**src/rtl/mc_ctrl.sv**
```systemverilog
// Multi-cycle control unit for the MIPS-subset CPU: sequences FETCH/DECODE/EXEC/MEM/WB
// and drives every datapath enable and select from the current state and instruction class.
module mc_ctrl (
  input  logic       clk,
  input  logic       reset,
  input  logic [5:0] opcode,
  input  logic [5:0] funct,
  input  logic       zero,
  output logic       pc_we,
  output logic       ir_we,
  output logic       reg_we,
  output logic       mem_we,
  output logic [1:0] extop,
  output logic [1:0] alu_op,
  output logic       alu_bsrc,
  output logic [1:0] reg_dst,
  output logic [1:0] wd_sel,
  output logic [1:0] npc_sel,
  output logic [2:0] state,
  output logic       done,
  output logic       illegal
);

  localparam logic [2:0] S_FETCH  = 3'd0;
  localparam logic [2:0] S_DECODE = 3'd1;
  localparam logic [2:0] S_EXEC   = 3'd2;
  localparam logic [2:0] S_MEM    = 3'd3;
  localparam logic [2:0] S_WB     = 3'd4;

  localparam logic [3:0] C_NOP  = 4'd0;
  localparam logic [3:0] C_ADDU = 4'd1;
  localparam logic [3:0] C_SUBU = 4'd2;
  localparam logic [3:0] C_JR   = 4'd3;
  localparam logic [3:0] C_ORI  = 4'd4;
  localparam logic [3:0] C_LUI  = 4'd5;
  localparam logic [3:0] C_LW   = 4'd6;
  localparam logic [3:0] C_SW   = 4'd7;
  localparam logic [3:0] C_BEQ  = 4'd8;
  localparam logic [3:0] C_J    = 4'd9;
  localparam logic [3:0] C_JAL  = 4'd10;
  localparam logic [3:0] C_ILL  = 4'd11;

  logic [2:0] state_q, state_d;
  logic [3:0] class_q, class_d;
  logic [3:0] dec_class;
  logic [3:0] cls;

  logic       pc_we_raw, ir_we_raw, reg_we_raw, mem_we_raw, done_raw, illegal_raw;
  logic [1:0] extop_raw, alu_op_raw, reg_dst_raw, wd_sel_raw, npc_sel_raw;
  logic       alu_bsrc_raw;

  always_comb begin
    dec_class = C_ILL;
    case (opcode)
      6'h00: begin
        case (funct)
          6'h21:   dec_class = C_ADDU;
          6'h23:   dec_class = C_SUBU;
          6'h08:   dec_class = C_JR;
          6'h00:   dec_class = C_NOP;
          default: dec_class = C_ILL;
        endcase
      end
      6'h0D:   dec_class = C_ORI;
      6'h0F:   dec_class = C_LUI;
      6'h23:   dec_class = C_LW;
      6'h2B:   dec_class = C_SW;
      6'h04:   dec_class = C_BEQ;
      6'h02:   dec_class = C_J;
      6'h03:   dec_class = C_JAL;
      default: dec_class = C_ILL;
    endcase
  end

  // The class is taken live from IR only in DECODE; later states ignore IR.
  assign cls     = (state_q == S_DECODE) ? dec_class : class_q;
  assign class_d = (state_q == S_DECODE) ? dec_class : class_q;

  always_comb begin
    state_d      = S_FETCH;
    pc_we_raw    = 1'b0;
    ir_we_raw    = 1'b0;
    reg_we_raw   = 1'b0;
    mem_we_raw   = 1'b0;
    done_raw     = 1'b0;
    illegal_raw  = 1'b0;
    extop_raw    = 2'd0;
    alu_op_raw   = 2'd0;
    alu_bsrc_raw = 1'b0;
    reg_dst_raw  = 2'd0;
    wd_sel_raw   = 2'd0;
    npc_sel_raw  = 2'd0;

    // ALU/EXT selects are held from EXEC through WB so their outputs stay stable.
    if (state_q == S_EXEC || state_q == S_MEM || state_q == S_WB) begin
      case (cls)
        C_SUBU:      alu_op_raw = 2'd1;
        C_ORI:       begin alu_op_raw = 2'd2; alu_bsrc_raw = 1'b1; end
        C_LUI:       begin alu_op_raw = 2'd3; alu_bsrc_raw = 1'b1; end
        C_LW, C_SW:  begin extop_raw  = 2'd1; alu_bsrc_raw = 1'b1; end
        C_BEQ:       begin extop_raw  = 2'd2; alu_op_raw = 2'd1; end
        default:     ;
      endcase
    end

    case (state_q)
      S_FETCH: begin
        ir_we_raw = 1'b1;
        pc_we_raw = 1'b1;
        state_d   = S_DECODE;
      end
      S_DECODE: begin
        if (cls == C_NOP) begin
          done_raw = 1'b1;
          state_d  = S_FETCH;
        end else if (cls == C_ILL) begin
          illegal_raw = 1'b1;
          state_d     = S_FETCH;
        end else begin
          state_d = S_EXEC;
        end
      end
      S_EXEC: begin
        case (cls)
          C_BEQ: begin
            npc_sel_raw = 2'd1;
            pc_we_raw   = zero;
            done_raw    = 1'b1;
            state_d     = S_FETCH;
          end
          C_J: begin
            npc_sel_raw = 2'd2;
            pc_we_raw   = 1'b1;
            done_raw    = 1'b1;
            state_d     = S_FETCH;
          end
          C_JAL: begin
            npc_sel_raw = 2'd2;
            pc_we_raw   = 1'b1;
            reg_we_raw  = 1'b1;
            reg_dst_raw = 2'd2;
            wd_sel_raw  = 2'd2;
            done_raw    = 1'b1;
            state_d     = S_FETCH;
          end
          C_JR: begin
            npc_sel_raw = 2'd3;
            pc_we_raw   = 1'b1;
            done_raw    = 1'b1;
            state_d     = S_FETCH;
          end
          C_LW, C_SW: state_d = S_MEM;
          default:    state_d = S_WB;
        endcase
      end
      S_MEM: begin
        if (cls == C_SW) begin
          mem_we_raw = 1'b1;
          done_raw   = 1'b1;
          state_d    = S_FETCH;
        end else begin
          state_d = S_WB;
        end
      end
      S_WB: begin
        reg_we_raw  = 1'b1;
        done_raw    = 1'b1;
        reg_dst_raw = (cls == C_ADDU || cls == C_SUBU) ? 2'd1 : 2'd0;
        wd_sel_raw  = (cls == C_LW) ? 2'd1 : 2'd0;
        state_d     = S_FETCH;
      end
      default: state_d = S_FETCH;
    endcase
  end

  always_ff @(posedge clk or negedge reset) begin
    if (!reset) begin
      state_q <= S_FETCH;
      class_q <= C_NOP;
    end else begin
      state_q <= state_d;
      class_q <= class_d;
    end
  end

  // Reset is applied combinationally too, so an abort silences the datapath at once.
  assign pc_we    = reset & pc_we_raw;
  assign ir_we    = reset & ir_we_raw;
  assign reg_we   = reset & reg_we_raw;
  assign mem_we   = reset & mem_we_raw;
  assign done     = reset & done_raw;
  assign illegal  = reset & illegal_raw;
  assign extop    = reset ? extop_raw    : 2'd0;
  assign alu_op   = reset ? alu_op_raw   : 2'd0;
  assign alu_bsrc = reset & alu_bsrc_raw;
  assign reg_dst  = reset ? reg_dst_raw  : 2'd0;
  assign wd_sel   = reset ? wd_sel_raw   : 2'd0;
  assign npc_sel  = reset ? npc_sel_raw  : 2'd0;
  assign state    = state_q;

endmodule

```
**config.mk**
```make
export PLATFORM = sky130hd
export DESIGN_NAME = mc_ctrl
export DESIGN_NICKNAME = d
export VERILOG_FILES = /design/src/rtl/mc_ctrl.sv
export SDC_FILE = /design/constraint.sdc
export NUM_CORES = 1
export LEC_CHECK = 0
export BUFFER_PORTS_ARGS = -buffer_cell sky130_fd_sc_hd__buf_2
export CAP_MARGIN = 20
export CORE_MARGIN = 2
export CORE_UTILIZATION = 30
export CTS_BUF_LIST = sky130_fd_sc_hd__clkbuf_8 sky130_fd_sc_hd__clkbuf_16
export CTS_CLUSTER_DIAMETER = 150
export DETAILED_ROUTE_END_ITERATION = 8
export GPL_TIMING_DRIVEN = 0
export PLACE_DENSITY = 0.5
export REMOVE_ABC_BUFFERS = 1
export SKIP_CTS_REPAIR_TIMING = 1
export SLEW_MARGIN = 30
export SYNTH_ARGS = -nofsm -noshare
export SYNTH_HDL_FRONTEND = slang
export SYNTH_SLANG_ARGS = --single-unit
export TNS_END_PERCENT = 20
```
**constraint.sdc**
```tcl
create_clock -name clk -period 5 [get_ports clk]
set_input_delay 1 -clock clk [delete_from_list [all_inputs] [get_ports clk]]
set_output_delay 1 -clock clk [all_outputs]
set_load 0.1 [all_outputs]
```
==> flow_summary_export.csv <==
group,metric,value,unit
status,status,"completed",
layout,final_area,1110,um2
sta,slew_viol_final,0,
synthesis,synth_xor_area_share,1.92,%
synthesis,synth_seq_cells,7,
clock_tree,htree_levels,1,
sta,max_freq,0.224,GHz
pwr,p_leak,0.494,nW
grt,grt_max_degree,16,
sta,hold_viol,0,
setup_path,slowest_stage,"buf_2",
setup_path,critical_path_arrival,3.46,ns
sta,finClkSkew,0.00139,ns
setup_path,reg2regPathDepth,6,
detailed_routing,wirelength,2540,um
grt,grt.overflow.total,0,
pwr,pwr_density_cell,583,nW/um2
synthesis,synthSimpleGateAreaFrac,45.9,%
floorplan,die_y,59.2,um
setup_path,worst_ep_required_time,4.00,ns
floorplan,initial_core_util,30.7,%
placed_design,hpwl,1990,um
detailed_routing,dr.pass1.iters,4,
synthesis,synth.top_cells.by_area,"dfrtp_1 19%, nor3_1 5.5%, nand2_1 5.3%",
synthesis,synth_top_family_by_area,"simple AND/OR/NAND/NOR gates",
grt,grt_pass1_vias,983,
clock_tree,clock_path_buffers,2,
job,cap_violations,0,
setup_path,cp_common_cell,"buf_2",
detailed_routing,wl_per_cell,13.2,um
layout,fillerInstances,339,
detailed_routing,route.detailed.drc,0,
detailed_routing,drtAntennaViolNets,0,
floorplan,die_w,59.2,um
synthesis,syn_area_per_cell,7.14,um2
clock_tree,numCtsBuffers,3,
grt,grt_pass1_wl,4280,um
layout,ff_latch_area,175,um2
sta,setup_viol,0,
layout,area_delta_synth_final,22.1,%
clock_tree,cts_tree,"done",
synthesis,async_flop_share,100,%
detailed_routing,vias_per_cell,5.64,
placed_design,placed_area,1070,um2
pwr,vdd_drop_max,0.426,mV
sta,slew_headroom,51.7,%
setup_path,crit_fanout,10,
clock_tree,clkTransAtPathRegs,0.04,ns
synthesis,synthCells,128,
floorplan,pin_count,35,
placed_design,io_buffers,34,
layout,drive_gt1_share,27.0,%
synthesis,synth_edf_count,0,
synthesis,yosys-mux-area-fraction,1.10,%
sta,fin_crit,4.46,ns
synthesis,synth_top_area_cell,"dfrtp_1",
floorplan,dieArea,3500,um2
setup_path,critPathCaptureType,"primary output",
floorplan,core_area,2980,um2
synthesis,yosys_warnings,0,
detailed_routing,vias,1083,
layout,utilization,37.4,%
setup_path,r2r_slack,2.51,ns
synthesis,ys.flop_type,"dfrtp_1",
clock_tree,root_buffer,"clkbuf_8",
min_path,hp-class,"register to register",
synthesis,syn_area,913,um2
sta,period_share,89.2,%
layout,multi_input_area,664,um2
synthesis,synth-compound-area-share,23.8,%
sta,worst_pin_slew,0.723,ns
synthesis,yosys.area.top_type_share,19.2,%
sta,grt_setup_unrepaired,"false",
clock_tree,cts.sinks,7,
floorplan,num_rows,20,
min_path,hold-path-cell-count,1,
clock_tree,clkLatencyLatePin,0.22,ns
setup_path,cp-start-kind,"input port",
grt,antenna_found_initial,0,
placed_design,globalplace.congestion,0.807,
grt,grt_util_all_layers,15.7,%
layout,antennaDiodeCount,0,
setup_path,max_stage_delay,0.47,ns
synthesis,synth-seq-area-share,19.2,%
detailed_routing,first_iter_violations,50,
synthesis,synth_fa_ha_area_share,0,%
setup_path,cp_cell_sequence,"buf_2 > nor4_1 > a311oi_1 > nor3_2 > a21o_1 > inv_2 > nor4_4 > nor2_1 > o32ai_1 > buf_2",
setup_path,criticalPathCategory,"input port to primary output",
synthesis,synth.distinct_cells,46,
layout,nets,175,
[cells by family after synthesis]
| family | after synthesis |
|---|---|
| simple gates | 74 |
| buf+inv | 12 |
| compound gates | 32 |
| flops | 7 |
| xor+xnor | 2 |
| mux | 1 |
[cells in the mapped netlist (2+ instances only)]
master / number
and4b_1: 2
nor2b_1: 2
and2_1: 3
nor2_1: 13
a21oi_1: 4
o21ai_1: 3
dfrtp_1: 7
nor3_1: 10
nor3b_1: 3
nand3_1: 5
or3_1: 6
nand2_1: 13
buf_4: 3
o31ai_1: 2
o21ai_0: 5
nand2b_1: 3
a31oi_1: 2
o22ai_1: 2
buf_2: 2
a211oi_1: 2
inv_1: 4
buf_6: 2
nor4_1: 6
a21o_1: 2
[state kept, by name (all words and copies together), names as in the netlist]
| signal | count |
|---|---|
| state | 3 |
| class_q | 4 |
[layout make-up]
cell class | count | share of cell area, %
clock buffer | 3 | 3.70
multi-input combinational | 109 | 59.6
timing repair buffer | 34 | 15.3
sequential | 7 | 15.7
tap | 33 | 3.70
clock inverter | 1 | 0.337
inverter | 5 | 1.68
[power breakdown]
part	total, mW	switching, mW	leakage [nW]	internal (mW)
clock	0.0750	0.0222	0.0269	0.0529
sequential	0.118	0.0389	0.0811	0.0786
combinational	0.457	0.355	0.386	0.103
total	0.650	0.416	0.494	0.234
[worst max-delay path, delay by kind of cell]
family | cells | cell delay [ns]
buf+inv | 3 | 0.76
simple gates | 4 | 0.95
compound gates | 3 | 0.75
[per-stage QoR]
step	power, mW	setup slack (ns)	setup TNS (ns)	cells	hold slack [ns]
global route	0.695	0.310	0	192	0.617
CTS	0.652	0.533	0	192	0.559
global placement	0.578	0.581	0	188	0.561
detailed placement	0.574	0.541	0	188	0.557
finish	0.650	0.540	0	192	0.570
floorplan	0.482	-2.16	-9.09	121	0.591
[placed cells by master, fill, tap and decap left out, drive strengths merged, types with 3 or more instances in the layout]
cell	netlist	final
nor2	14	14
o21ai	8	8
and2	4	4
buf	7	34
dfrtp	7	7
nand2b	3	3
nor3b	3	3
inv	5	6
nand3	5	5
nand2	13	13
or3	6	6
nor4	7	7
a21oi	5	5
nor3	11	11
clkbuf	0	3
[worst paths after layout]
path,startpoint,to
max in group asynchronous,reset,class_q[0]
max reg2reg,state[0],state[1]
min reg2reg,state[2],state[1]
max,opcode[5],pc_we
min in group asynchronous,reset,state[0]
min,state[2],state[1]
[per-layer routing]
metal  GRT usage [%]  share of wire, %  wire (um)  up-vias
li1                -                 -          -      544
met1            21.6                46       1170      495
met2            25.1                48       1210       42
met3            2.40               6.0        153        2
met4            5.19              0.63         16        0
met5               0                 0          0        -
Power figures use the tool's default switching activity.
